## src/rtl/demux_4to1_router_n_if.sv

```systemverilog
// Purpose : bundled signals for the 1:4 registered stream router.
// Ports   : producer side  - ch_in, sel, in_valid (to router), in_ready (from router)
//           consumer side  - ch_1..ch_4, out_valid (from router), out_ready (to router)
//           optional       - cnt_1..cnt_4 delivered-word counters (DEMUX_ROUTER_CNT_EN)
// Modports: slave  = the router itself
//           master = the environment driving the router
// Config  : `define DEMUX_ROUTER_CNT_EN adds the cnt_1..cnt_4 counter signals.
interface demux_4to1_router_n_if #(
  parameter int unsigned DATA_WIDTH = 64
);
  localparam int unsigned CNT_W = 16;

  logic [DATA_WIDTH-1:0] ch_in;
  logic [1:0]            sel;
  logic                  in_valid;
  logic                  in_ready;
  logic [DATA_WIDTH-1:0] ch_1;
  logic [DATA_WIDTH-1:0] ch_2;
  logic [DATA_WIDTH-1:0] ch_3;
  logic [DATA_WIDTH-1:0] ch_4;
  logic [3:0]            out_valid;
  logic [3:0]            out_ready;
`ifdef DEMUX_ROUTER_CNT_EN
  logic [CNT_W-1:0]      cnt_1;
  logic [CNT_W-1:0]      cnt_2;
  logic [CNT_W-1:0]      cnt_3;
  logic [CNT_W-1:0]      cnt_4;

  modport slave (
    input  ch_in, sel, in_valid, out_ready,
    output in_ready, ch_1, ch_2, ch_3, ch_4, out_valid,
    output cnt_1, cnt_2, cnt_3, cnt_4
  );

  modport master (
    output ch_in, sel, in_valid, out_ready,
    input  in_ready, ch_1, ch_2, ch_3, ch_4, out_valid,
    input  cnt_1, cnt_2, cnt_3, cnt_4
  );
`else
  modport slave (
    input  ch_in, sel, in_valid, out_ready,
    output in_ready, ch_1, ch_2, ch_3, ch_4, out_valid
  );

  modport master (
    output ch_in, sel, in_valid, out_ready,
    input  in_ready, ch_1, ch_2, ch_3, ch_4, out_valid
  );
`endif
endinterface

```

## src/rtl/demux_4to1_router_n.sv

```systemverilog
// Purpose : registered 1:4 stream router with valid/ready flow control. Each
//           input word carries a 2-bit destination and is parked in a
//           single-entry output register for that channel until its consumer
//           takes it. A stalled target blocks the input (head-of-line); other
//           full channels keep draining independently.
// Ports   : clk  - clock, all state on the rising edge
//           rst  - asynchronous reset, active-high
//           bus  - demux_4to1_router_n_if.slave
//                  ch_in/sel/in_valid in, in_ready out (combinational),
//                  ch_1..ch_4/out_valid out (registered), out_ready in,
//                  cnt_1..cnt_4 out (registered, DEMUX_ROUTER_CNT_EN only)
// Config  : `define DEMUX_ROUTER_CNT_EN adds 16-bit wrapping per-channel
//           delivered-word counters; routing is identical in both builds.
module demux_4to1_router_n #(
  parameter int unsigned DATA_WIDTH = 64
) (
  input  logic                  clk,
  input  logic                  rst,
  demux_4to1_router_n_if.slave  bus
);

  localparam int unsigned NUM_CH = 4;
  localparam int unsigned SEL_W  = 2;
  localparam int unsigned CNT_W  = 16;

  typedef enum logic {
    EMPTY = 1'b0,
    FULL  = 1'b1
  } ch_state_e;

  ch_state_e             state_q [NUM_CH];
  ch_state_e             state_d [NUM_CH];
  logic [DATA_WIDTH-1:0] data_q  [NUM_CH];
  logic [DATA_WIDTH-1:0] data_d  [NUM_CH];

  logic [NUM_CH-1:0]     valid_c;
  logic [NUM_CH-1:0]     handshake_c;
  logic [NUM_CH-1:0]     load_c;
  logic                  in_ready_c;
  logic                  accept_c;

  // Channel occupancy is the FSM state itself.
  always_comb begin
    for (int k = 0; k < NUM_CH; k++) begin
      valid_c[k] = (state_q[k] == FULL);
    end
  end

  // A word can enter when its target is empty or is being drained this cycle.
  // No dependence on in_valid, so a producer may wait on in_ready safely.
  assign in_ready_c  = !valid_c[bus.sel] | bus.out_ready[bus.sel];
  assign accept_c    = bus.in_valid & in_ready_c;
  assign handshake_c = valid_c & bus.out_ready;
  assign load_c      = accept_c ? NUM_CH'(4'b0001 << bus.sel) : '0;

  // Per-channel next state and data; only the selected channel loads.
  always_comb begin
    for (int k = 0; k < NUM_CH; k++) begin
      state_d[k] = state_q[k];
      data_d[k]  = data_q[k];
      case (state_q[k])
        EMPTY: begin
          if (load_c[k]) state_d[k] = FULL;
        end
        FULL: begin
          // Drain with a simultaneous refill stays FULL with new data.
          if (handshake_c[k] && !load_c[k]) state_d[k] = EMPTY;
        end
        default: state_d[k] = EMPTY;
      endcase
      if (load_c[k]) data_d[k] = bus.ch_in;
    end
  end

  // State and data registers; buffered words are discarded on reset.
  always_ff @(posedge clk or posedge rst) begin
    if (rst) begin
      for (int k = 0; k < NUM_CH; k++) begin
        state_q[k] <= EMPTY;
        data_q[k]  <= '0;
      end
    end else begin
      for (int k = 0; k < NUM_CH; k++) begin
        state_q[k] <= state_d[k];
        data_q[k]  <= data_d[k];
      end
    end
  end

  assign bus.in_ready  = in_ready_c;
  assign bus.out_valid = valid_c;
  assign bus.ch_1      = data_q[0];
  assign bus.ch_2      = data_q[1];
  assign bus.ch_3      = data_q[2];
  assign bus.ch_4      = data_q[3];

`ifdef DEMUX_ROUTER_CNT_EN
  logic [CNT_W-1:0] cnt_q [NUM_CH];
  logic [CNT_W-1:0] cnt_d [NUM_CH];

  // Delivered-word counters, wrapping naturally at 16 bits.
  always_comb begin
    for (int k = 0; k < NUM_CH; k++) begin
      cnt_d[k] = cnt_q[k] + CNT_W'(handshake_c[k]);
    end
  end

  always_ff @(posedge clk or posedge rst) begin
    if (rst) begin
      for (int k = 0; k < NUM_CH; k++) cnt_q[k] <= '0;
    end else begin
      for (int k = 0; k < NUM_CH; k++) cnt_q[k] <= cnt_d[k];
    end
  end

  assign bus.cnt_1 = cnt_q[0];
  assign bus.cnt_2 = cnt_q[1];
  assign bus.cnt_3 = cnt_q[2];
  assign bus.cnt_4 = cnt_q[3];
`endif

  // SEL_W documents the destination field width carried on the bus.
  if (SEL_W != $bits(bus.sel)) begin : g_sel_width_check
    $error("sel width mismatch");
  end

endmodule
```

## src/flat_wrapper.sv

```systemverilog
// flat-port wrapper written by rule: the top's interface ports become plain ports
module demux_4to1_router_n_flat 
#(
  parameter int unsigned DATA_WIDTH = 64
)
  (clk, rst, bus_ch_in, bus_sel, bus_in_valid, bus_out_ready, bus_in_ready, bus_ch_1, bus_ch_2, bus_ch_3, bus_ch_4, bus_out_valid);
  demux_4to1_router_n_if #(.DATA_WIDTH(DATA_WIDTH)) bus_i ();
  input  logic clk;
  input  logic rst;
  input wire logic [$bits(bus_i.ch_in)-1:0] bus_ch_in;
  input wire logic [$bits(bus_i.sel)-1:0] bus_sel;
  input wire logic [$bits(bus_i.in_valid)-1:0] bus_in_valid;
  input wire logic [$bits(bus_i.out_ready)-1:0] bus_out_ready;
  output wire logic [$bits(bus_i.in_ready)-1:0] bus_in_ready;
  output wire logic [$bits(bus_i.ch_1)-1:0] bus_ch_1;
  output wire logic [$bits(bus_i.ch_2)-1:0] bus_ch_2;
  output wire logic [$bits(bus_i.ch_3)-1:0] bus_ch_3;
  output wire logic [$bits(bus_i.ch_4)-1:0] bus_ch_4;
  output wire logic [$bits(bus_i.out_valid)-1:0] bus_out_valid;
  assign bus_i.ch_in = bus_ch_in;
  assign bus_i.sel = bus_sel;
  assign bus_i.in_valid = bus_in_valid;
  assign bus_i.out_ready = bus_out_ready;
  assign bus_in_ready = bus_i.in_ready;
  assign bus_ch_1 = bus_i.ch_1;
  assign bus_ch_2 = bus_i.ch_2;
  assign bus_ch_3 = bus_i.ch_3;
  assign bus_ch_4 = bus_i.ch_4;
  assign bus_out_valid = bus_i.out_valid;
  demux_4to1_router_n #(.DATA_WIDTH(DATA_WIDTH)) u_core (.clk(clk), .rst(rst), .bus(bus_i));
endmodule
```

## config.mk

```make
export PLATFORM = sky130hd
export DESIGN_NAME = demux_4to1_router_n_flat
export DESIGN_NICKNAME = d
export VERILOG_FILES = /design/src/rtl/demux_4to1_router_n_if.sv /design/src/rtl/demux_4to1_router_n.sv /design/src/flat_wrapper.sv
export SDC_FILE = /design/constraint.sdc
export NUM_CORES = 1
export LEC_CHECK = 0
export ABC_CLOCK_PERIOD_IN_PS = 13300
export CAP_MARGIN = 20
export CORE_MARGIN = 5
export CORE_UTILIZATION = 30
export DETAILED_ROUTE_END_ITERATION = 8
export PLACE_DENSITY = 0.61
export SYNTH_ARGS = -nofsm -noshare
export SYNTH_HDL_FRONTEND = slang
export SYNTH_SLANG_ARGS = --single-unit
```

## constraint.sdc

```tcl
create_clock -name clk -period 13.3 [get_ports clk]
set_input_delay 1.995 -clock clk [delete_from_list [all_inputs] [get_ports clk]]
set_output_delay 1.995 -clock clk [all_outputs]
set_load 0.1 [all_outputs]
```

==> impl_results.md, run 1 <==
- Via count: between 5000 and 6000
- Finished Layout Cells: about 1400
- Setup TNS Final: 0 ps
- Crit path DAT: 4160 ps
- Mapped Cells: 560
- Via density: around 4.4
- VDD IR max: between 100 and 150 uV
- R2r setup slk: approximately 11000 ps
- Die Y: approximately 190 um
- Syn Nets: about 630
- Root buffer cell: clkbuf_16
- Antenna violations before repair: 0
- Worst slew pin tran: 1080 ps
- Cts repair resizes: 0
- Worst path slowest cell: clkdlybuf4s50_1
- Synth Cell Area: 0.00982 mm^2
- Worst-path clk slew: approximately 60 ps
- Hold WS: 485 ps
- Routed WL: 26100 um
- Pre-CTS WS: around 7000 ps
- IO Port Bufs: 333
- WP buf/inv: 2
- Crit end category: output pin
- RSZ-0062 raised after global routing: false
- Worst-Skew Late Latency: 540 ps
- Global-route wire length before repair: between 40000 and 50000 um
- Largest net degree at the start of global routing: about 130
- Min Tclk post-route: slightly above 6000 ps
- Core area: roughly 0.032 mm^2
- Slew headroom: 27.8%
- Number of max-cap violations: 0
- CTS max path bufs: 3
- Yosys top cell by area: dfrtp_1
- Largest fanout on the critical path: 7
- Routed Antenna Nets: 0
- CTS Buf Count: 29
- Top delay family on crit path: buffers and inverters
- Syn. warnings: 0
- Final Power: between 3 and 4 mW
- Top cell by count, worst path: clkdlybuf4s50_1
- H-Tree Depth: 1
- Status: completed
- Ports: around 330
- Synth top area share: between 60% and 70%
- Initial core utilization: between 30% and 40%
- CTS tree: done
- Synth-to-layout area growth: 47.4%
- Number of synthesized register bits: 260
- Crit path kind: input port to output pin
- Filler instances: a little under 3000
- Total GRT Usage: between 10 and 15%
- DR iter-0 viols: roughly 140
- Grt ovf: 0
- Pleak: 6.03 nW
- Rows: 66
- Crit path largest cell delay: 980 ps
- Share of layout cells above drive strength 1: 23.3%
- Crit start category: input port
- # Post-CTS Setup Buffers: 0
- Drt first pass iters: 4
- Clock sink count: between 200 and 300
- # DRC: 0
- Fmax: approximately 160 MHz
- Final Cycle Share: ~46%
- Syn avg cell area: between 15 and 20 um^2
- Area of the die: roughly 0.036 mm^2
- Hold buffers post-CTS: 0
- Cell total after placement: around 1300
- Post-DP HPWL: ~18000 um
- Most area-consuming cells after synthesis: dfrtp_1 66%, mux2_2 17%, mux2_1 11%
- Final Max Tran Viols: 0
- Wire per inst: between 15 and 20 um
- Final Hold Vio Count: 0
- GPL Wtd Cong: 0.723
- Diode count: 0
- Vias in the first global route: ~6700
- Die X: approximately 190 um
- Worst hold-check path type: flip-flop to flip-flop
- Clk_skew: 15.5 ps
- PwrDens: approximately 250 mW/mm^2
- Sequential element share of the synthesized area: 66.3%
- Critical-path cell list: clkdlybuf4s50_1 -> mux4_2 -> clkdlybuf4s50_1
- Netlist cell types: 15
- Worst Path Required: 11310 ps
- Final Setup Violations: 0
- Worst setup margin: ~7100 ps
- NumNets Final: 979
-- report_power, final --
part | leakage, nW | internal (mW) | switching, mW | total (mW)
Combinational | 2.47 | 0.406 | 1.43 | 1.83
Clock | 0.475 | 0.480 | 0.311 | 0.791
Sequential | 3.09 | 0.957 | 0.0841 | 1.04
-- final timing paths --
check                      cells past startpoint             endpoint                    start
setup / recovery                               3         bus_in_ready               bus_sel[1]
hold / removal                                 1  u_core.bus.ch_2[28]      u_core.bus.ch_2[28]
setup reg to reg                               5  u_core.bus.ch_1[19]  u_core.bus.out_valid[0]
hold reg to reg                                1  u_core.bus.ch_2[28]      u_core.bus.ch_2[28]
max in group asynchronous                      4  u_core.bus.ch_3[18]                      rst
min in group asynchronous                      2  u_core.bus.ch_4[30]                      rst
-- cell families (layout without fill, tap and decap cells) --
kind of cell / after synthesis / after routing / synth area share [%]
AOI/OAI and AO/OA: 2 / 2 / 0.102
buffers and inverters: 29 / 398 / 2.92
DFF: 260 / 260 / 66.3
muxes: 257 / 257 / 30.0
and+or+nand+nor: 12 / 12 / 0.739
-- worst register-to-register path: cells and delay by family (launching register included) --
family                 cells  cell delay [ps]
muxes                      1              420
and+or+nand+nor            2              270
DFF                        1              380
buffers and inverters      2             1100
-- cell type report --
class / count / area [um^2] / area share [%]
Clock inverter: 9 / 103 / 0.709
Multi-Input combinational cell: 271 / 3040 / 21.0
Timing Repair Buffer: 343 / 3410 / 23.5
Tap cell: 442 / 553 / 3.82
Inverter: 1 / 11.3 / 0.0778
Clock buffer: 45 / 856 / 5.91
Sequential cell: 260 / 6510 / 45.0
-- Yosys cell counts (all sizes together) --
cell / n
mux2: 256
o21ai: 2
nand2: 3
nor3b: 2
dfrtp: 260
nand2b: 5
nand4: 1
mux4: 1
buf: 28
inv: 1
nand4b: 1
-- stage by stage --
step	instance area, um^2	utilization, %
finish	14500	44.6
global route	14500	44.6
CTS	14500	44.6
detailed placement	13500	41.6
global placement	13500	41.6
floorplan	9820	-
-- cell usage in the layout, fill, tap and decap left out --
cell type / instances
buf_4: 10
bufinv_16: 2
clkbuf_1: 9
clkbuf_16: 29
clkbuf_8: 7
clkdlybuf4s50_1: 333
clkinv_2: 5
clkinv_4: 1
dfrtp_1: 260
inv_6: 1
inv_8: 1
mux2_1: 99
mux2_2: 147
mux2_4: 10
mux4_2: 1
nand2_1: 3
nand2b_1: 5
nand4_1: 1
nand4b_1: 1
nor3b_2: 2
o21ai_0: 2
-- state kept, by name (all words and copies together) (netlist names) --
signal	cells
u_core.bus.out_valid	4
u_core.bus.ch_3	64
u_core.bus.ch_1	64
u_core.bus.ch_2	64
u_core.bus.ch_4	64
-- metal layers --
layer	GRT usage, %	vias up	wire length (um)
li1	-	2679	-
met1	17.6	3070	10800
met2	23.0	211	12100
met3	5.33	39	2600
met4	3.23	0	524
met5	0	-	0
(Power assumes the default switching activity.)
==> inputs of run 2 (changes only) <==
- ABC_CLOCK_PERIOD_IN_PS: 13300 -> 5390
- PLACE_DENSITY: 0.61 -> 0.63
- clock period: 13.3 -> 5.39 ns (I/O delays scaled with it)
==> run 2 against run 1 <==
  * Hold slack got worse by 2.9 ps
  * Global-route usage fell by 0.077 points
  * Largest power group unchanged
  * Sequential power rose by 150%
  * Clock skew fell by 5.4 ps
  * Critical path depth did not move
  * Non-clock buffer count fell by 1
  * Sequential share of layout area rose by 0.33 points
  * Core utilization fell by 0.32 points
  * Clock-buffer cell count fell by 3
  * Highest routed layer unchanged
  * First-iteration DRC count fell by 11%
==> impl_results.md, run 2 (same netlist as run 1, synthesis figures left out) <==
- Slew headroom: a little over a quarter
- VDD IR max: 262 uV
- Finished Layout Cells: 1360
- Core area: roughly 0.032 mm^2
- Cell total after placement: 1316
- Worst-path clk slew: 60 ps
- RSZ-0062 raised after global routing: false
- CTS Buf Count: 28
- Via count: about 6000
- Largest net degree at the start of global routing: 124
- Final Cycle Share: between 70% and 80%
- # DRC: 0
- Synth-to-layout area growth: 46.3%
- Pleak: around 6 nW
- Number of max-cap violations: 0
- Clock sink count: 260
- IO Port Bufs: ~330
- Grt ovf: 0
- Area of the die: 0.0364 mm^2
- # Post-CTS Setup Buffers: 0
- Crit end category: output pin
- Vias in the first global route: 6539
- GPL Wtd Cong: around 0.74
- Routed Antenna Nets: 0
- Worst Path Required: 4580 ps
- Final Setup Violations: 0
- Diode count: 0
- Hold buffers post-CTS: 0
- Routed WL: about 26000 um
- Die Y: 191 um
- Cts repair resizes: 0
- Rows: between 60 and 70
- Via density: between 4 and 5
- Worst slew pin tran: between 1000 and 1500 ps
- Drt first pass iters: 6
- Share of layout cells above drive strength 1: between 20% and 30%
- Post-DP HPWL: 17600 um
- PwrDens: just over 600 mW/mm^2
- Worst hold-check path type: flip-flop to flip-flop
- H-Tree Depth: 1
- Min Tclk post-route: roughly 3800 ps
- Die X: between 150 and 200 um
- Crit path kind: input port to output pin
- R2r setup slk: 3260 ps
- Status: completed
- Fmax: roughly 260 MHz
- CTS max path bufs: 3
- Antenna violations before repair: 0
- Largest fanout on the critical path: 7
- Root buffer cell: clkbuf_16
- Filler instances: 2966
- Initial core utilization: between 30% and 40%
- Setup TNS Final: 0 ps
- Most frequent cells in the layout: 333 x clkdlybuf4s50_1, 260 x dfrtp_1, 147 x mux2_2, 99 x mux2_1, 29 x clkbuf_16
- Worst-Skew Late Latency: ~530 ps
- Final Max Tran Viols: 0
- Wire per inst: 19.0 um
- NumNets Final: just under 1000
- Crit path DAT: slightly below 3000 ps
- Global-route wire length before repair: 40200 um
- Leading cell type in the layout, fill and taps excluded: clkdlybuf4s50_1
- Clk_skew: slightly above 10 ps
- Crit start category: input port
- DR iter-0 viols: about 120
- Total GRT Usage: about 14%
- Final Hold Vio Count: 0
- CTS tree: done
- Ports: between 300 and 400
-- run 2: final cells by class --
cell class | instances | area (um^2) | area share (%)
Inverter | 1 | 7.51 | 0.0523
Timing Repair Buffer | 342 | 3430 | 23.8
Multi-Input combinational cell | 271 | 3040 | 21.1
Tap cell | 442 | 553 | 3.85
Clock inverter | 2 | 15.0 | 0.105
Sequential cell | 260 | 6510 | 45.3
Clock buffer | 42 | 825 | 5.74
-- run 2: worst max-delay path, stage by stage --
cell and delay, ps:
clkdlybuf4s50_1 640, mux4_2 540, clkdlybuf4s50_1 990
-- run 2: path summary, 6_finish.rpt --
kind / startpoint / end / cells after the start
worst max register to register: u_core.bus.out_valid[0] / u_core.bus.ch_1[33] / 4
worst max-delay path: bus_sel[1] / bus_in_ready / 3
max in group asynchronous: rst / u_core.bus.ch_3[48] / 3
worst min register to register: u_core.bus.ch_2[27] / u_core.bus.ch_2[27] / 1
worst min-delay path: u_core.bus.ch_2[27] / u_core.bus.ch_2[27] / 1
min in group asynchronous: rst / u_core.bus.ch_2[11] / 2
-- run 2: per-layer routing --
layer | track usage [%] | share of wire, % | vias to the layer above | routed length (um)
met1 | 18.0 | 42 | 3031 | 10800
met4 | 3.26 | 2.4 | 0 | 629
met3 | 5.68 | 11 | 34 | 2790
met5 | 0 | 0 | - | 0
met2 | 22.0 | 45 | 231 | 11700
li1 | - | - | 2676 | -
-- run 2: per-stage QoR --
stage,cell area [um^2],hold WS (ps),power [mW],utilization [%],worst slack (ps)
after floorplan,9820,916,6.03,-,1150
after global placement,13500,468,7.13,41.7,1630
after detailed placement,13500,474,7.15,41.7,1600
after CTS,14400,488,8.98,44.3,1600
after global routing,14400,496,9.20,44.3,1560
final,14400,482,8.87,44.3,1600
-- run 2: power breakdown --
part           internal [mW]  total, mW  switching (mW)
clock                   1.04       1.78           0.741
combinational           1.00       4.52            3.52
sequential              2.36       2.57           0.207
==> inputs of run 3 (changes only) <==
- ABC_CLOCK_PERIOD_IN_PS: 5390 -> 3800
- PLACE_DENSITY: 0.63 -> 0.61
- clock period: 5.39 -> 3.8 ns (I/O delays scaled with it)
==> run 3 against run 2 <==
  * Hold slack got worse by 58 ps
  * Cell area up 1.4%
  * Sequential cell count unchanged
  * Sequential share of layout area down 0.63 points
  * Largest power group unchanged
==> impl_results.md, run 3 (same netlist as run 1, synthesis figures left out) <==
- Drt first pass iters: 4
- DR iter-0 viols: 132
- Worst slew pin tran: around 1100 ps
- Met3 wire length: approximately 2700 um
- Most frequent cells in the layout: 332 x clkdlybuf4s50_1, 260 x dfrtp_1, 147 x mux2_2, 99 x mux2_1, 29 x clkbuf_16
- CTS Buf Count: 29
- Final Setup Violations: 0
- Global-route wire length before repair: around 40000 um
- VDD IR max: approximately 500 uV
- Crit path largest cell delay: about 1200 ps
- Min Tclk post-route: approximately 2600 ps
- Area of the die: about 0.036 mm^2
- Core area: 0.0325 mm^2
- Critical Path Stages: 1
- Antenna violations before repair: 0
- Wire per inst: between 15 and 20 um
- Final Max Tran Viols: 0
- Status: completed
- # DRC: 0
- Via density: 4.39
- Final Hold Vio Count: 0
- Worst-Skew Late Latency: 530 ps
- Routed Antenna Nets: 0
- Post-route cell area: 0.0146 mm^2
- Worst-path clk slew: 60 ps
- Share of layout cells above drive strength 1: a little under a quarter
- Slew headroom: 28.5%
- PwrDens: slightly below 900 mW/mm^2
- Initial core utilization: a little under a third
- Ports: approximately 330
- Met2 wire length: between 10000 and 15000 um
- Wl on met1: about 11000 um
- WP buf/inv: 1
- Worst path slowest cell: clkdlybuf4s50_1
- Pleak: 6.07 nW
- Largest net degree at the start of global routing: 105
- Synth-to-layout area growth: 48.4%
- NumNets Final: 980
- Largest fanout on the critical path: 2
- Final Cycle Share: 69.7%
- Worst Path Required: 3230 ps
- H-Tree Depth: 1
- Rows: 66
- Top delay family on crit path: buffers and inverters
- Leading cell type in the layout, fill and taps excluded: clkdlybuf4s50_1
- IO Port Bufs: around 330
- GPL Wtd Cong: roughly 0.77
- Die Y: about 190 um
- Crit end category: output pin
- Via count: 6004
- Post-DP HPWL: around 18000 um
- Worst hold-check path type: input port to asynchronous set/reset pin
- Cts repair resizes: 0
- R2r setup slk: slightly below 2000 ps
- # Post-CTS Setup Buffers: 0
- Crit start category: flip-flop
- Root buffer cell: clkbuf_16
- Crit path DAT: roughly 2100 ps
- DP Area: approximately 0.014 mm^2
- Number of max-cap violations: 0
- Vias in the first global route: roughly 6700
- R2R depth: 4
- Total GRT Usage: between 10% and 20%
- Diode count: 0
- Crit path kind: flip-flop to output pin
- Final Util: between 40% and 50%
- Hold buffers post-CTS: 0
- Clock sink count: 260
- CTS tree: done
- Uppermost layer routed: met4
- Fmax: ~380 MHz
- Hold WS: between 400 and 500 ps
- FF-to-FF Start: u_core.bus.out_valid[1]
- CTS max path bufs: 3
- RSZ-0062 raised after global routing: false
- Clk_skew: ~7.4 ps
- Die X: roughly 190 um
- Critical-path cell list: clkdlybuf4s50_1
- Reg-to-reg endpoint: u_core.bus.ch_2[24]
- Routed WL: 25800 um
- Grt ovf: 0
-- run 3: cell types whose count changed in the layout (fill, tap and decap cells not counted), sizes merged --
cell	change
buf	+3
bufinv	+3
clkinv	+3
clkbuf	+2
clkdlybuf4s50	-1
clkinvlp	-1
-- run 3: worst max path at each step --
| stage | from | end | slack, ps |
|---|---|---|---|
| 3_3_place_gp | bus_sel[1] | bus_in_ready | 1270 |
| 5_1_grt | u_core.bus.ch_2[61] | bus_ch_2[61] | 1060 |
| 4_1_cts | u_core.bus.ch_2[61] | bus_ch_2[61] | 1090 |
| 6_report | u_core.bus.ch_4[39] | bus_ch_4[39] | 1150 |
| 2_1_floorplan | rst | u_core.bus.ch_1[0] | -200 |
| 3_5_place_dp | bus_sel[0] | u_core.bus.ch_2[37] | 1240 |
-- run 3: layer usage --
layer,global-route usage [%],vias up
met5,0,-
met4,3.45,0
met3,5.15,42
met2,22.2,224
met1,17.5,3062
li1,-,2676
-- run 3: final cells by class --
type / count / area [um^2]
clock buffers: 44 / 892
multi-input cells: 271 / 3040
fillers: 2941 / 17900
repair buffers: 344 / 3460
inverters: 1 / 7.51
well taps: 442 / 553
flip-flops and latches: 260 / 6510
clock inverters: 7 / 113
-- run 3: metrics by stage --
stage / TNS [ps] / setup slack, ps / power, mW / std cells
floorplan: -51370 / -198 / 8.55 / 560
global placement: 0 / 1270 / 10.1 / 1318
detailed placement: 0 / 1240 / 10.2 / 1318
CTS: 0 / 1090 / 13.1 / 1369
global route: 0 / 1060 / 13.4 / 1369
finish: 0 / 1150 / 13.0 / 1369
-- run 3: where the power goes --
| part | internal, mW | switching [mW] | leakage [nW] |
|---|---|---|---|
| clock | 1.80 | 1.09 | 0.495 |
| sequential | 3.35 | 0.290 | 3.09 |
| combinational | 1.43 | 5.00 | 2.49 |
